[src/rtl/multicycle_controller_pkg.sv]
// ============================================================================
//  Module      : cpu_defs (package)
//  Description : Opcode/func constants, ALU codes, select codes and FSM states
//                shared by the multicycle control unit.
//  Revision    : 1.0 - initial release
// ============================================================================
`default_nettype none

package cpu_defs;

   // Opcodes (IR[31:26])
   localparam logic [5:0] c_OP_RTYPE = 6'b000000;
   localparam logic [5:0] c_OP_LW    = 6'b100011;
   localparam logic [5:0] c_OP_SW    = 6'b101011;
   localparam logic [5:0] c_OP_BEQ   = 6'b000100;
   localparam logic [5:0] c_OP_BNE   = 6'b000101;
   localparam logic [5:0] c_OP_J     = 6'b000010;
   localparam logic [5:0] c_OP_JAL   = 6'b000011;
   localparam logic [5:0] c_OP_ADDI  = 6'b001000;
   localparam logic [5:0] c_OP_SLTI  = 6'b001010;

   // Function codes (IR[5:0])
   localparam logic [5:0] c_FN_JR    = 6'b001000;
   localparam logic [5:0] c_FN_ADD   = 6'b100000;
   localparam logic [5:0] c_FN_SUB   = 6'b100010;
   localparam logic [5:0] c_FN_AND   = 6'b100100;
   localparam logic [5:0] c_FN_OR    = 6'b100101;
   localparam logic [5:0] c_FN_SLT   = 6'b101010;

   // ALUOperation codes
   localparam logic [2:0] c_ALU_AND  = 3'b000;
   localparam logic [2:0] c_ALU_OR   = 3'b001;
   localparam logic [2:0] c_ALU_ADD  = 3'b010;
   localparam logic [2:0] c_ALU_SUB  = 3'b110;
   localparam logic [2:0] c_ALU_SLT  = 3'b111;

   // ALUSrcB selects
   localparam logic [1:0] c_SRCB_B     = 2'd0;
   localparam logic [1:0] c_SRCB_FOUR  = 2'd1;
   localparam logic [1:0] c_SRCB_IMM   = 2'd2;
   localparam logic [1:0] c_SRCB_IMMSH = 2'd3;

   // PCSrc selects
   localparam logic [1:0] c_PCSRC_ALU    = 2'd0;
   localparam logic [1:0] c_PCSRC_JUMP   = 2'd1;
   localparam logic [1:0] c_PCSRC_ALUOUT = 2'd2;
   localparam logic [1:0] c_PCSRC_REGA   = 2'd3;

   typedef enum logic [3:0] {
      S_FETCH   = 4'd0,
      S_DECODE  = 4'd1,
      S_MEMADR  = 4'd2,
      S_MEMRD   = 4'd3,
      S_MEMWB   = 4'd4,
      S_MEMWR   = 4'd5,
      S_RT_EX   = 4'd6,
      S_RT_WB   = 4'd7,
      S_ADDI_EX = 4'd8,
      S_SLTI_EX = 4'd9,
      S_IMM_WB  = 4'd10,
      S_BEQ     = 4'd11,
      S_BNE     = 4'd12,
      S_JUMP    = 4'd13,
      S_JAL     = 4'd14,
      S_JR      = 4'd15
   } state_t;

endpackage

`default_nettype wire

[src/rtl/multicycle_controller_alu_control.sv]
// ============================================================================
//  Module      : alu_control
//  Description : R-type func field to ALUOperation decoder (combinational).
//  Revision    : 1.0 - initial release
// ============================================================================
`default_nettype none

module alu_control
   import cpu_defs::*;
(
   input  logic [5:0] func,
   output logic [2:0] aluOperation
);

   always_comb begin
      aluOperation = c_ALU_ADD;
      case (func)
         c_FN_ADD: aluOperation = c_ALU_ADD;
         c_FN_SUB: aluOperation = c_ALU_SUB;
         c_FN_AND: aluOperation = c_ALU_AND;
         c_FN_OR:  aluOperation = c_ALU_OR;
         c_FN_SLT: aluOperation = c_ALU_SLT;
         default:  aluOperation = c_ALU_ADD;
      endcase
   end

endmodule

`default_nettype wire

[src/rtl/multicycle_controller.sv]
// ============================================================================
//  Module      : multicycle_controller
//  Description : Moore control FSM for the multicycle MIPS-subset datapath.
//  Revision    : 1.0 - initial release
// ============================================================================
`default_nettype none

module multicycle_controller
   import cpu_defs::*;
(
   input  logic       clk,
   input  logic       rst,
   input  logic [5:0] opc,
   input  logic [5:0] func,
   input  logic       zero,
   output logic       PCLoad,
   output logic       IorD,
   output logic       MemRead,
   output logic       MemWrite,
   output logic       IRWrite,
   output logic       RegDst,
   output logic       JalSig1,
   output logic       MemToReg,
   output logic       JalSig2,
   output logic       RegWrite,
   output logic       ALUSrcA,
   output logic [1:0] ALUSrcB,
   output logic [2:0] ALUOperation,
   output logic [1:0] PCSrc
);

   state_t     r_state;
   state_t     w_nextState;
   logic [2:0] w_rtAluOp;

   alu_control u_aluControl (
      .func         (func),
      .aluOperation (w_rtAluOp)
   );

   always_ff @(posedge clk or posedge rst) begin
      if (rst) r_state <= S_FETCH;
      else     r_state <= w_nextState;
   end

   always_comb begin
      w_nextState  = S_FETCH;
      PCLoad       = 1'b0;
      IorD         = 1'b0;
      MemRead      = 1'b0;
      MemWrite     = 1'b0;
      IRWrite      = 1'b0;
      RegDst       = 1'b0;
      JalSig1      = 1'b0;
      MemToReg     = 1'b0;
      JalSig2      = 1'b0;
      RegWrite     = 1'b0;
      ALUSrcA      = 1'b0;
      ALUSrcB      = c_SRCB_B;
      ALUOperation = c_ALU_AND;
      PCSrc        = c_PCSRC_ALU;

      case (r_state)
         S_FETCH: begin
            MemRead      = 1'b1;
            IRWrite      = 1'b1;
            ALUSrcB      = c_SRCB_FOUR;
            ALUOperation = c_ALU_ADD;
            PCSrc        = c_PCSRC_ALU;
            PCLoad       = 1'b1;
            w_nextState  = S_DECODE;
         end
         S_DECODE: begin
            // Branch target is computed speculatively into ALUOut here
            ALUSrcB      = c_SRCB_IMMSH;
            ALUOperation = c_ALU_ADD;
            case (opc)
               c_OP_RTYPE:       w_nextState = (func == c_FN_JR) ? S_JR : S_RT_EX;
               c_OP_LW, c_OP_SW: w_nextState = S_MEMADR;
               c_OP_BEQ:         w_nextState = S_BEQ;
               c_OP_BNE:         w_nextState = S_BNE;
               c_OP_J:           w_nextState = S_JUMP;
               c_OP_JAL:         w_nextState = S_JAL;
               c_OP_ADDI:        w_nextState = S_ADDI_EX;
               c_OP_SLTI:        w_nextState = S_SLTI_EX;
               default:          w_nextState = S_FETCH;
            endcase
         end
         S_MEMADR: begin
            ALUSrcA      = 1'b1;
            ALUSrcB      = c_SRCB_IMM;
            ALUOperation = c_ALU_ADD;
            w_nextState  = (opc == c_OP_LW) ? S_MEMRD : S_MEMWR;
         end
         S_MEMRD: begin
            IorD        = 1'b1;
            MemRead     = 1'b1;
            w_nextState = S_MEMWB;
         end
         S_MEMWB: begin
            MemToReg    = 1'b1;
            RegWrite    = 1'b1;
            w_nextState = S_FETCH;
         end
         S_MEMWR: begin
            IorD        = 1'b1;
            MemWrite    = 1'b1;
            w_nextState = S_FETCH;
         end
         S_RT_EX: begin
            ALUSrcA      = 1'b1;
            ALUSrcB      = c_SRCB_B;
            ALUOperation = w_rtAluOp;
            w_nextState  = S_RT_WB;
         end
         S_RT_WB: begin
            RegDst      = 1'b1;
            RegWrite    = 1'b1;
            w_nextState = S_FETCH;
         end
         S_ADDI_EX, S_SLTI_EX: begin
            ALUSrcA      = 1'b1;
            ALUSrcB      = c_SRCB_IMM;
            ALUOperation = (r_state == S_SLTI_EX) ? c_ALU_SLT : c_ALU_ADD;
            w_nextState  = S_IMM_WB;
         end
         S_IMM_WB: begin
            RegWrite    = 1'b1;
            w_nextState = S_FETCH;
         end
         S_BEQ, S_BNE: begin
            ALUSrcA      = 1'b1;
            ALUSrcB      = c_SRCB_B;
            ALUOperation = c_ALU_SUB;
            PCSrc        = c_PCSRC_ALUOUT;
            PCLoad       = (r_state == S_BEQ) ? zero : ~zero;
            w_nextState  = S_FETCH;
         end
         S_JUMP: begin
            PCSrc       = c_PCSRC_JUMP;
            PCLoad      = 1'b1;
            w_nextState = S_FETCH;
         end
         S_JAL: begin
            // PC already holds PC+4 from FETCH, so it is the link value
            JalSig1     = 1'b1;
            JalSig2     = 1'b1;
            RegWrite    = 1'b1;
            PCSrc       = c_PCSRC_JUMP;
            PCLoad      = 1'b1;
            w_nextState = S_FETCH;
         end
         S_JR: begin
            PCSrc       = c_PCSRC_REGA;
            PCLoad      = 1'b1;
            w_nextState = S_FETCH;
         end
         default: begin
            w_nextState = S_FETCH;
         end
      endcase

      // Enables are cut combinationally so an aborted instruction writes nothing
      if (rst) begin
         PCLoad   = 1'b0;
         MemRead  = 1'b0;
         MemWrite = 1'b0;
         IRWrite  = 1'b0;
         RegWrite = 1'b0;
      end
   end

endmodule

`default_nettype wire
[config.mk]
export PLATFORM = sky130hd
export DESIGN_NAME = multicycle_controller
export DESIGN_NICKNAME = d
export VERILOG_FILES = /design/src/rtl/multicycle_controller_pkg.sv /design/src/rtl/multicycle_controller_alu_control.sv /design/src/rtl/multicycle_controller.sv
export SDC_FILE = /design/constraint.sdc
export NUM_CORES = 1
export LEC_CHECK = 0
export ABC_AREA = 1
export CAP_MARGIN = 20
export CORE_UTILIZATION = 42
export CTS_CLUSTER_DIAMETER = 200
export DETAILED_ROUTE_END_ITERATION = 7
export PLACE_DENSITY = 0.84
export SYNTH_ARGS = -nofsm -noshare
export SYNTH_HDL_FRONTEND = slang
export SYNTH_SLANG_ARGS = --single-unit
export TNS_END_PERCENT = 1
[constraint.sdc]
create_clock -name clk -period 2.55 [get_ports clk]
set_clock_uncertainty 0.15 [all_clocks]
set_input_delay 0.3825 -clock clk [delete_from_list [all_inputs] [get_ports clk]]
set_output_delay 0.3825 -clock clk [all_outputs]
set_load 0.03 [all_outputs]
=== After elaboration in Yosys (flattened, before gate mapping) ===
Index checks and enable logic that the tools add are counted.
W data, S select, Z words.

* Register bits: 4
* Input bits: 15
* Logic and storage cells: 69
* Output and inout bits: 18

* Bitwise gates (word level): 1
* Mux-type cells: 25
* Eq/ne operators: 28
* Reductions and logical operators: 14

{| class="wikitable"
|+ Operators with widths
! cell !! number
|-
| $eq A6 B6 Y1 const B || 6
|-
| $eq A4 B4 Y1 const B || 8
|-
| $pmux W4 S8 || 1
|-
| $pmux W4 S7 || 1
|-
| $pmux W3 S4 || 2
|-
| $eq A6 B4 Y1 const B || 3
|-
| $eq A4 B3 Y1 const B || 4
|-
| $mux W1 || 15
|-
| $eq A6 B2 Y1 const B || 2
|-
| $eq A6 B3 Y1 const B || 2
|-
| $pmux W2 S3 || 2
|-
| $reduce_or A2 Y1 || 6
|-
| $reduce_or A9 Y1 || 1
|-
| $eq A4 B2 Y1 const B || 2
|-
| $reduce_or A4 Y1 || 2
|-
| $logic_not A6 Y1 || 1
|-
| $mux W3 || 2
|-
| $reduce_or A3 Y1 || 2
|-
| $reduce_or A6 Y1 || 1
|-
| $eq A4 B1 Y1 const B || 1
|-
| $logic_not A4 Y1 || 1
|-
| $mux W4 || 1
|-
| $pmux W1 S2 || 1
|-
| $not A1 Y1 || 1
|}

=== Longest topological paths before layout ===
Gate-level depths: netlist of the first run.

* Depth in word-level cells: 4
* Depth in mapped cells: 8
* Gate-level depth less buffers: 8

=== Cells and area by module ===
From an unflattened synthesis of the first run, not the netlist that was laid out.

* Cell total of the unflattened synthesis: 136
* Area, all modules: 728.2 um^2

{| class="wikitable"
|+ Modules (own cells, without submodules)
! module !! area an instance (um^2) !! instances !! cells an instance
|-
| multicycle_controller || 651.9 || 1 || 120
|-
| alu_control || 76.3 || 1 || 16
|}

=== Worst setup path after synthesis of the first run ===
No wires, ideal clock.

* Path kind: register to output
* Start: register r_state[1]
* End: output port RegWrite
* Data arrival time: 1.374 ns
* Cell stages (with the launch flop): 5
* Buffers on the path: 0
* Path slack: 0.643 ns
* Path through: dfrtp_1 -> nand2_2 -> nor2_1 -> o31ai_1 -> inv_1

* Word-level cells in the longest chain between the ends: 4
* Elaborated cells between the ends (all ways): 7
* Those cells by class: eq/ne: 4; mux: 2; reduce/logical: 1

{| class="wikitable"
|+ Ends and longest elaborated chain
! element !! RTL line !! source
|-
| from (decl) || multicycle_controller.sv:32 || <nowiki>state_t r_state;</nowiki>
|-
| from (signal assigned) || multicycle_controller.sv:43 || <nowiki>else r_state <= w_nextState;</nowiki>
|-
| $eq A4 B4 Y1 / $eq A4 B3 Y1 (equally long branches) || multicycle_controller.sv:63 || <nowiki>case (r_state)</nowiki>
|-
| $reduce_or A4 Y1 (no line) (*) || n/a ||
|-
| $mux W1 (*) || multicycle_controller.sv:63 ||
|-
| $mux W1 (*) || multicycle_controller.sv:164 || <nowiki>if (rst) begin</nowiki>
|-
| to (decl) || multicycle_controller.sv:25 || <nowiki>output logic RegWrite,</nowiki>
|}

Mark *: on every way between the ends. The rest lies on a longest branch, timed or not.

=== Final worst setup path of the first run ===
* Start: register r_state[2]
* End: output port ALUSrcB[1]

* Word-level cells in the longest chain between the ends: 3
* Elaborated cells between the ends (all ways): 7
* Those cells by class: eq/ne: 4; mux: 1; reduce/logical: 2

{| class="wikitable"
|+ Ends and longest elaborated chain
! element !! RTL line !! source
|-
| $eq A4 B4 Y1 / $eq A4 B2 Y1 (equally long branches) || multicycle_controller.sv:63 ||
|-
| $reduce_or A3 Y1 (no line) || n/a ||
|-
| $pmux W2 S3 (*) || multicycle_controller.sv:63 ||
|-
| to (decl) || multicycle_controller.sv:27 || <nowiki>output logic [1:0] ALUSrcB,</nowiki>
|}

Marked as above.

==> flow_metrics.py, run 1 <==
metrics = {
    "clocking": {
        "holdBufCountCts": 0,
        "path_clk_slew_ns": 0.04,
        "clkLatencyLatePin_ns": 0.23,
        "cts_buffers": 3,
        "root_buffer": "clkbuf_4",
        "clk_path_buf_depth": 2,
        "cts_sinks": 4,
        "tritoncts": "yes",
        "cts_setup_buffers": 0,
        "cts.htree.levels": 1,
    },
    "setup_path": {
        "r2r_slack_ns": 1.30,
        "reg2reg_from": "r_state[1]$_DFF_PP0_",
        "critPathCaptureType": "output pin",
        "r2r-end": "r_state[2]$_DFF_PP0_",
        "startpoint_type": "register",
        "critPathKind": "register to output pin",
        "cp_max_fo": 5,
        "crit_arrival_ns": 1.92,
        "rr_worst_depth": 5,
        "crit_required_ns": 2.02,
    },
    "drt": {
        "vias": 859,
        "dr.pass1.iters": 4,
        "drc": 0,
        "wl_um": 1800,
        "avgRoutedWirePerCell_um": 10.4,
        "route.antenna.remaining_nets": 0,
        "via_per_inst": 4.97,
        "first_iter_violations": 32,
    },
    "final_layout": {
        "drive_above_1_share_pct": 10.1,
        "largest_register_ffs": 4,
        "top_regs": "r_state x4",
        "area_growth_pct": 57.9,
        "final_common_cell": "nand2_1",
        "fin_nets": 175,
        "postLayoutCellArea_sq_mm": 0.00101,
        "antenna_cells": 0,
        "top_register": "r_state",
        "layout_common_cells": "27 x nand2_1, 26 x clkdlybuf4s50_1, 25 x inv_1, 21 x nor2_1, 18 x nand3_1",
    },
    "global_routing": {
        "antenna_found_initial": 0,
        "grt_max_degree": 10,
        "grt_usage_pct": 26.2,
        "grt_pass1_wl_um": 2880,
        "grt_pass1_vias": 740,
        "grt_overflow": 0,
    },
    "sta": {
        "max_freq_mhz": 408,
        "max_slew_margin_pct": 78.4,
        "period_needed_ns": 2.45,
        "worstMarginPinSlew_ns": 0.324,
        "finalSetupViolations": 0,
        "post-route-period-util_pct": 96.1,
        "maxSlewViolCount": 0,
        "finalHoldViolations": 0,
        "hold_slack_ns": 0.400,
        "layout_setup_ws_ns": 0.0986,
    },
    "synth": {
        "syn_area_per_cell_sq_um": 5.22,
        "yosys_warnings": 0,
        "synth_cell_types": 19,
        "synth_area_sq_um": 642,
        "netlist_instances": 123,
        "synth_nets": 138,
        "ys_seq_area_share_pct": 15.6,
        "ys_ff_latch": 4,
    },
    "place": {
        "place.gp.congestion": 0.846,
        "place_ws_ns": -0.0496,
        "place_area_sq_um": 981,
        "placement.io_buffers": 32,
        "dpl.hpwl_um": 1510,
    },
    "floorplan": {
        "dieArea_sq_mm": 0.00169,
        "pin_count": 33,
        "row_count": 13,
        "initial_core_util_pct": 47.0,
        "core_area_sq_mm": 0.00137,
        "die_w_um": 41.1,
        "dieHeight_um": 41.1,
    },
    "pwr": {
        "p_switching_mw": 0.614,
        "leakagePower_nw": 0.594,
        "switching_share_pct": 56.7,
        "power.density_mw_per_mm2": 1070,
        "p_int_mw": 0.469,
        "power_frac_comb_pct": 79.8,
        "peakVddDrop_mv": 0.685,
        "pwr-share-seq_pct": 13.2,
        "p_clk_share_pct": 7.0,
        "power_mw": 1.08,
    },
    "status": {
        "status": "completed",
    },
    "run": {
        "maxCapViolations": 0,
    },
    "worst_hold_path": {
        "hold_class": "primary input to async pin",
    },
}
==> layer usage <==
metal  part of all wire, %  track usage, %  wire, um  up-vias
li1                      -               -         -      457
met1                    46            34.3       828      369
met2                    47            41.0       854       31
met5                     0               0         0        -
met4                  0.78            14.5        14        0
met3                   5.6            3.26       101        2
==> worst max-delay path: stages, from the launching register on <==
cell	delay, ns
dfrtp_1	0.43
inv_1	0.11
nand2_1	0.08
nor2_1	0.16
inv_1	0.11
o21ai_0	0.09
clkdlybuf4s50_1	0.69
==> Yosys cell counts, drive strengths merged <==
cell | count | area (sq um)
a21oi | 3 | 15.0
buf | 1 | 7.51
dfrtp | 4 | 100
inv | 26 | 97.6
nand2 | 30 | 120
nand3 | 19 | 100
nand3b | 1 | 7.51
nand4 | 5 | 31.3
nor2 | 28 | 125
nor3 | 1 | 5.00
nor3b | 1 | 7.51
o21ai | 2 | 10.0
o21bai | 1 | 7.51
o31ai | 1 | 7.51
==> how the worst max path moves through the flow <==
stage / cells after the start / slack [ns] / from / endpoint
floorplan: 4 / 0.64 / r_state[1]$_DFF_PP0_ / RegWrite
global placement: 5 / 0.06 / func[1] / ALUOperation[2]
detailed placement: 5 / -0.05 / func[1] / ALUOperation[2]
CTS: 6 / 0.07 / r_state[2]$_DFF_PP0_ / MemRead
global route: 6 / -0.03 / r_state[2]$_DFF_PP0_ / ALUSrcB[1]
finish: 6 / 0.1 / r_state[2]$_DFF_PP0_ / ALUSrcB[1]
==> cell type report <==
type                            count  area [sq um]
Clock buffer                        3          22.5
Fill cell                         121           353
Inverter                           26          97.6
Multi-Input combinational cell     92           439
Sequential cell                     4           100
Tap cell                           15          18.8
Timing Repair Buffer               33           335
==> what timing repair did <==
action                                  4_1_cts  5_1_grt
pin swaps                                     0        0
resized for setup                             2        5
endpoints found under the setup margin        2        6
==> kinds of logic after synthesis <==
group	Yosys count	synth area share, %
AOI/OAI and AO/OA	7	6.24
and+or+nand+nor	85	61.8
DFF	4	15.6
buffers and inverters	27	16.4
==> through the flow <==
step                std cells  TNS [ns]  utilization, %
floorplan                 123         0               -
global placement          170         0            71.8
detailed placement        170   -0.0904            71.8
CTS                       173         0            73.3
global route              173   -0.0273            74.2
finish                    173         0            74.2
==> power groups by stage <==
stage | Combinational, mW | Sequential, mW | Clock, mW
final | 0.865 | 0.143 | 0.0754
after global routing | 0.939 | 0.149 | 0.0867
after CTS | 0.869 | 0.140 | 0.0818
after detailed placement | 0.875 | 0.140 | 0
after global placement | 0.869 | 0.139 | 0
after floorplan | 0.554 | 0.132 | 0
Note: power is estimated with default switching activity, not from simulation.
==> run 2: changes to the inputs <==
--- a/config.mk
+++ b/config.mk
@@ -5,12 +5,12 @@
 export SDC_FILE = /design/constraint.sdc
 export NUM_CORES = 1
 export LEC_CHECK = 0
-export ABC_AREA = 1
 export CAP_MARGIN = 20
-export CORE_UTILIZATION = 42
+export CORE_UTILIZATION = 43
 export CTS_CLUSTER_DIAMETER = 200
 export DETAILED_ROUTE_END_ITERATION = 7
 export PLACE_DENSITY = 0.84
+export SLEW_MARGIN = 0
 export SYNTH_ARGS = -nofsm -noshare
 export SYNTH_HDL_FRONTEND = slang
 export SYNTH_SLANG_ARGS = --single-unit
==> run 2 against run 1 <==
Total power rose by 15%. Design area rose by 6.7%. Critical path depth decreased by 1. Highest routed layer is now met3. Critical path type unchanged. Via count decreased by 0.93%. Final cell count down 13%. Worst setup slack improved by 0.0083 ns. Routed wire length grew 9.4%. Sequential share of layout area shrank 0.50 points.
==> flow_metrics.py, run 2 <==
metrics = {
    "status": {
        "status": "completed",
    },
    "setup_path": {
        "timing.critical_path.mode_cell": "nor2_1",
        "slowest_delay_ns": 0.69,
        "crit_chain": "buf_4 -> nor2_1 -> xor2_1 -> nor2_1 -> clkdlybuf4s50_1",
        "critPathKind": "register to output pin",
        "crit_family": "buffers and inverters",
        "path_buf_inv": 2,
        "path_depth": 5,
        "crit_arrival_ns": 1.91,
        "crit_required_ns": 2.02,
        "slowest_stage": "clkdlybuf4s50_1",
        "rr_worst_depth": 4,
        "cp_max_fo": 10,
        "startpoint_type": "register",
        "critPathCaptureType": "output pin",
    },
    "worst_hold_path": {
        "hold_class": "primary input to async pin",
    },
    "place": {
        "place_ws_ns": -0.0306,
        "place.gp.congestion": 0.821,
        "dpl.hpwl_um": 1510,
        "placement.io_buffers": 32,
    },
    "clocking": {
        "post_cts_resized": 2,
        "cts_setup_buffers": 0,
        "holdBufCountCts": 0,
        "tritoncts": "yes",
        "clk_path_buf_depth": 2,
        "cts_buffers": 3,
        "clkLatencyLatePin_ns": 0.23,
        "cts_sinks": 4,
        "root_buffer": "clkbuf_4",
        "path_clk_slew_ns": 0.04,
        "cts.htree.levels": 1,
    },
    "synth": {
        "ys_ff_latch": 4,
        "synth_nets": 114,
        "yosys-top-cells-count": "12 x nor2_1, 10 x nor3_1, 8 x nand2_1",
        "yosys.area.top_type": "dfrtp_1",
        "syn_area_per_cell_sq_um": 6.95,
        "netlist_instances": 99,
        "synth_area_leaders": "dfrtp_1 15%, nor3_1 7.3%, nor2_1 6.5%, nand2b_1 6.4%, nand2_1 4.4%",
        "synth_top_cell_area_share_pct": 14.5,
        "synth_cell_types": 38,
        "async_flop_share_pct": 100,
        "synth_area_sq_um": 688,
        "synth-edff-count": 0,
        "synth.most_common_cell": "nor2_1",
        "ys_seq_area_share_pct": 14.5,
        "synth_ff_type": "dfrtp_1",
        "yosys_warnings": 0,
    },
    "sta": {
        "finalHoldViolations": 0,
        "finalSetupViolations": 0,
        "layout_setup_ws_ns": 0.107,
        "worstMarginPinSlew_ns": 0.356,
        "max_freq_mhz": 409,
        "maxSlewViolCount": 0,
        "grt_setup_unrepaired": "false",
        "max_slew_margin_pct": 76.0,
        "post-route-period-util_pct": 95.8,
        "period_needed_ns": 2.44,
    },
    "pwr": {
        "peakVddDrop_mv": 0.815,
        "power.density_mw_per_mm2": 1150,
        "leakagePower_nw": 0.508,
    },
    "final_layout": {
        "final_util_pct": 71.8,
        "drive_above_1_share_pct": 15.6,
        "layout_common_cells": "23 x clkdlybuf4s50_1, 12 x nor2_1, 12 x buf_4, 10 x nor3_1",
        "final_common_cell": "clkdlybuf4s50_1",
        "largest_register_ffs": 4,
        "area_growth_pct": 57.1,
        "antenna_cells": 0,
        "top_regs": "r_state x4",
        "fin_nets": 152,
        "top_register": "r_state",
    },
    "drt": {
        "via_per_inst": 5.64,
        "first_iter_violations": 31,
        "drc": 0,
        "dr.pass1.iters": 4,
        "wl_um": 1970,
        "route.antenna.remaining_nets": 0,
        "vias": 851,
        "avgRoutedWirePerCell_um": 13.0,
    },
    "floorplan": {
        "initial_core_util_pct": 45.7,
        "core_area_sq_mm": 0.00151,
        "dieArea_sq_mm": 0.00176,
        "dieHeight_um": 42.0,
        "row_count": 14,
        "die_w_um": 42.0,
        "pin_count": 33,
    },
    "global_routing": {
        "grt_pass1_vias": 752,
        "antenna_found_initial": 0,
        "grt_pass1_wl_um": 3090,
        "grt_max_degree": 14,
        "grt_overflow": 0,
        "grt_usage_pct": 21.8,
    },
    "run": {
        "maxCapViolations": 0,
    },
}
-- run 2: changes by cell type after synthesis, sizes merged, moves of 7 or more --
cell,change
inv,-23
nand2,-22
nand2b,+7
nand3,-17
nor2,-16
nor3,+9
-- run 2: per-layer routing --
metal	global-route usage (%)	vias to the layer above	wire length [um]	share of wire, %
met5	0	-	0	0
met2	36.6	15	953	48
met3	0	0	49	2.5
met4	5.81	0	0	0
li1	-	436	-	-
met1	31.3	400	963	49
-- run 2: cell type report --
| type | count | area (sq um) |
|---|---|---|
| fill | 125 | 425 |
| clock buffer | 3 | 22.5 |
| multi-input combinational | 83 | 531 |
| tap | 16 | 20.0 |
| sequential | 4 | 101 |
| inverter | 4 | 15.0 |
| timing repair buffer | 41 | 392 |
-- run 2: through the flow --
step / instances / power (mW) / hold WS [ns] / setup TNS, ns / instance area, sq um
global route: 151 / 1.33 / 0.433 / 0 / 1080
detailed placement: 148 / 1.17 / 0.625 / -0.0306 / 1040
floorplan: 99 / 0.791 / 0.00369 / 0 / 688
global placement: 148 / 1.16 / 0.611 / -0.0197 / 1040
CTS: 151 / 1.24 / 0.375 / 0 / 1070
finish: 151 / 1.25 / 0.383 / 0 / 1080
-- run 2: cell families (layout without fill, tap and decap cells) --
| kind of cell | after synthesis | count (layout) | share of synthesized area [%] |
|---|---|---|---|
| XOR/XNOR | 4 | 4 | 5.09 |
| AND/OR/NAND/NOR | 55 | 55 | 44.5 |
| AO/OA/AOI/OAI | 24 | 24 | 27.1 |
| flip-flops | 4 | 4 | 14.5 |
| buffers and inverters | 12 | 48 | 8.73 |
-- run 2: where the power goes --
| part | internal (mW) | leakage [nW] | total (mW) | switching (mW) |
|---|---|---|---|---|
| combinational | 0.424 | 0.443 | 0.997 | 0.573 |
| sequential | 0.0954 | 0.0515 | 0.173 | 0.0780 |
| clock | 0.0524 | 0.0138 | 0.0754 | 0.0230 |
-- run 2: worst reg2reg max path: stages (launching register included) --
cell,delay (ns)
dfrtp_2,0.48
nand2b_1,0.22
buf_4,0.17
a2111oi_4,0.38
a22o_1,0.21
-- run 2: worst paths after layout --
kind                                      start                   end  slack, ns
hold reg to reg            r_state[2]$_DFF_PP0_  r_state[0]$_DFF_PP0_       0.66
max in group asynchronous                   rst  r_state[1]$_DFF_PP0_       1.76
min in group clk           r_state[2]$_DFF_PP0_  r_state[0]$_DFF_PP0_       0.66
hold / removal                              rst  r_state[0]$_DFF_PP0_       0.38
setup reg to reg           r_state[1]$_DFF_PP0_  r_state[0]$_DFF_PP0_       0.87
setup / recovery           r_state[0]$_DFF_PP0_            ALUSrcB[1]       0.11
==> run 3: changes to the inputs <==
--- a/config.mk
+++ b/config.mk
@@ -9,6 +9,7 @@
 export CORE_UTILIZATION = 43
 export CTS_CLUSTER_DIAMETER = 200
 export DETAILED_ROUTE_END_ITERATION = 7
+export GPL_ROUTABILITY_DRIVEN = 0
 export PLACE_DENSITY = 0.84
 export SLEW_MARGIN = 0
 export SYNTH_ARGS = -nofsm -noshare
==> results of run 3 <==
Same layout as run 2: the final DEF is identical, and so are final timing and power.
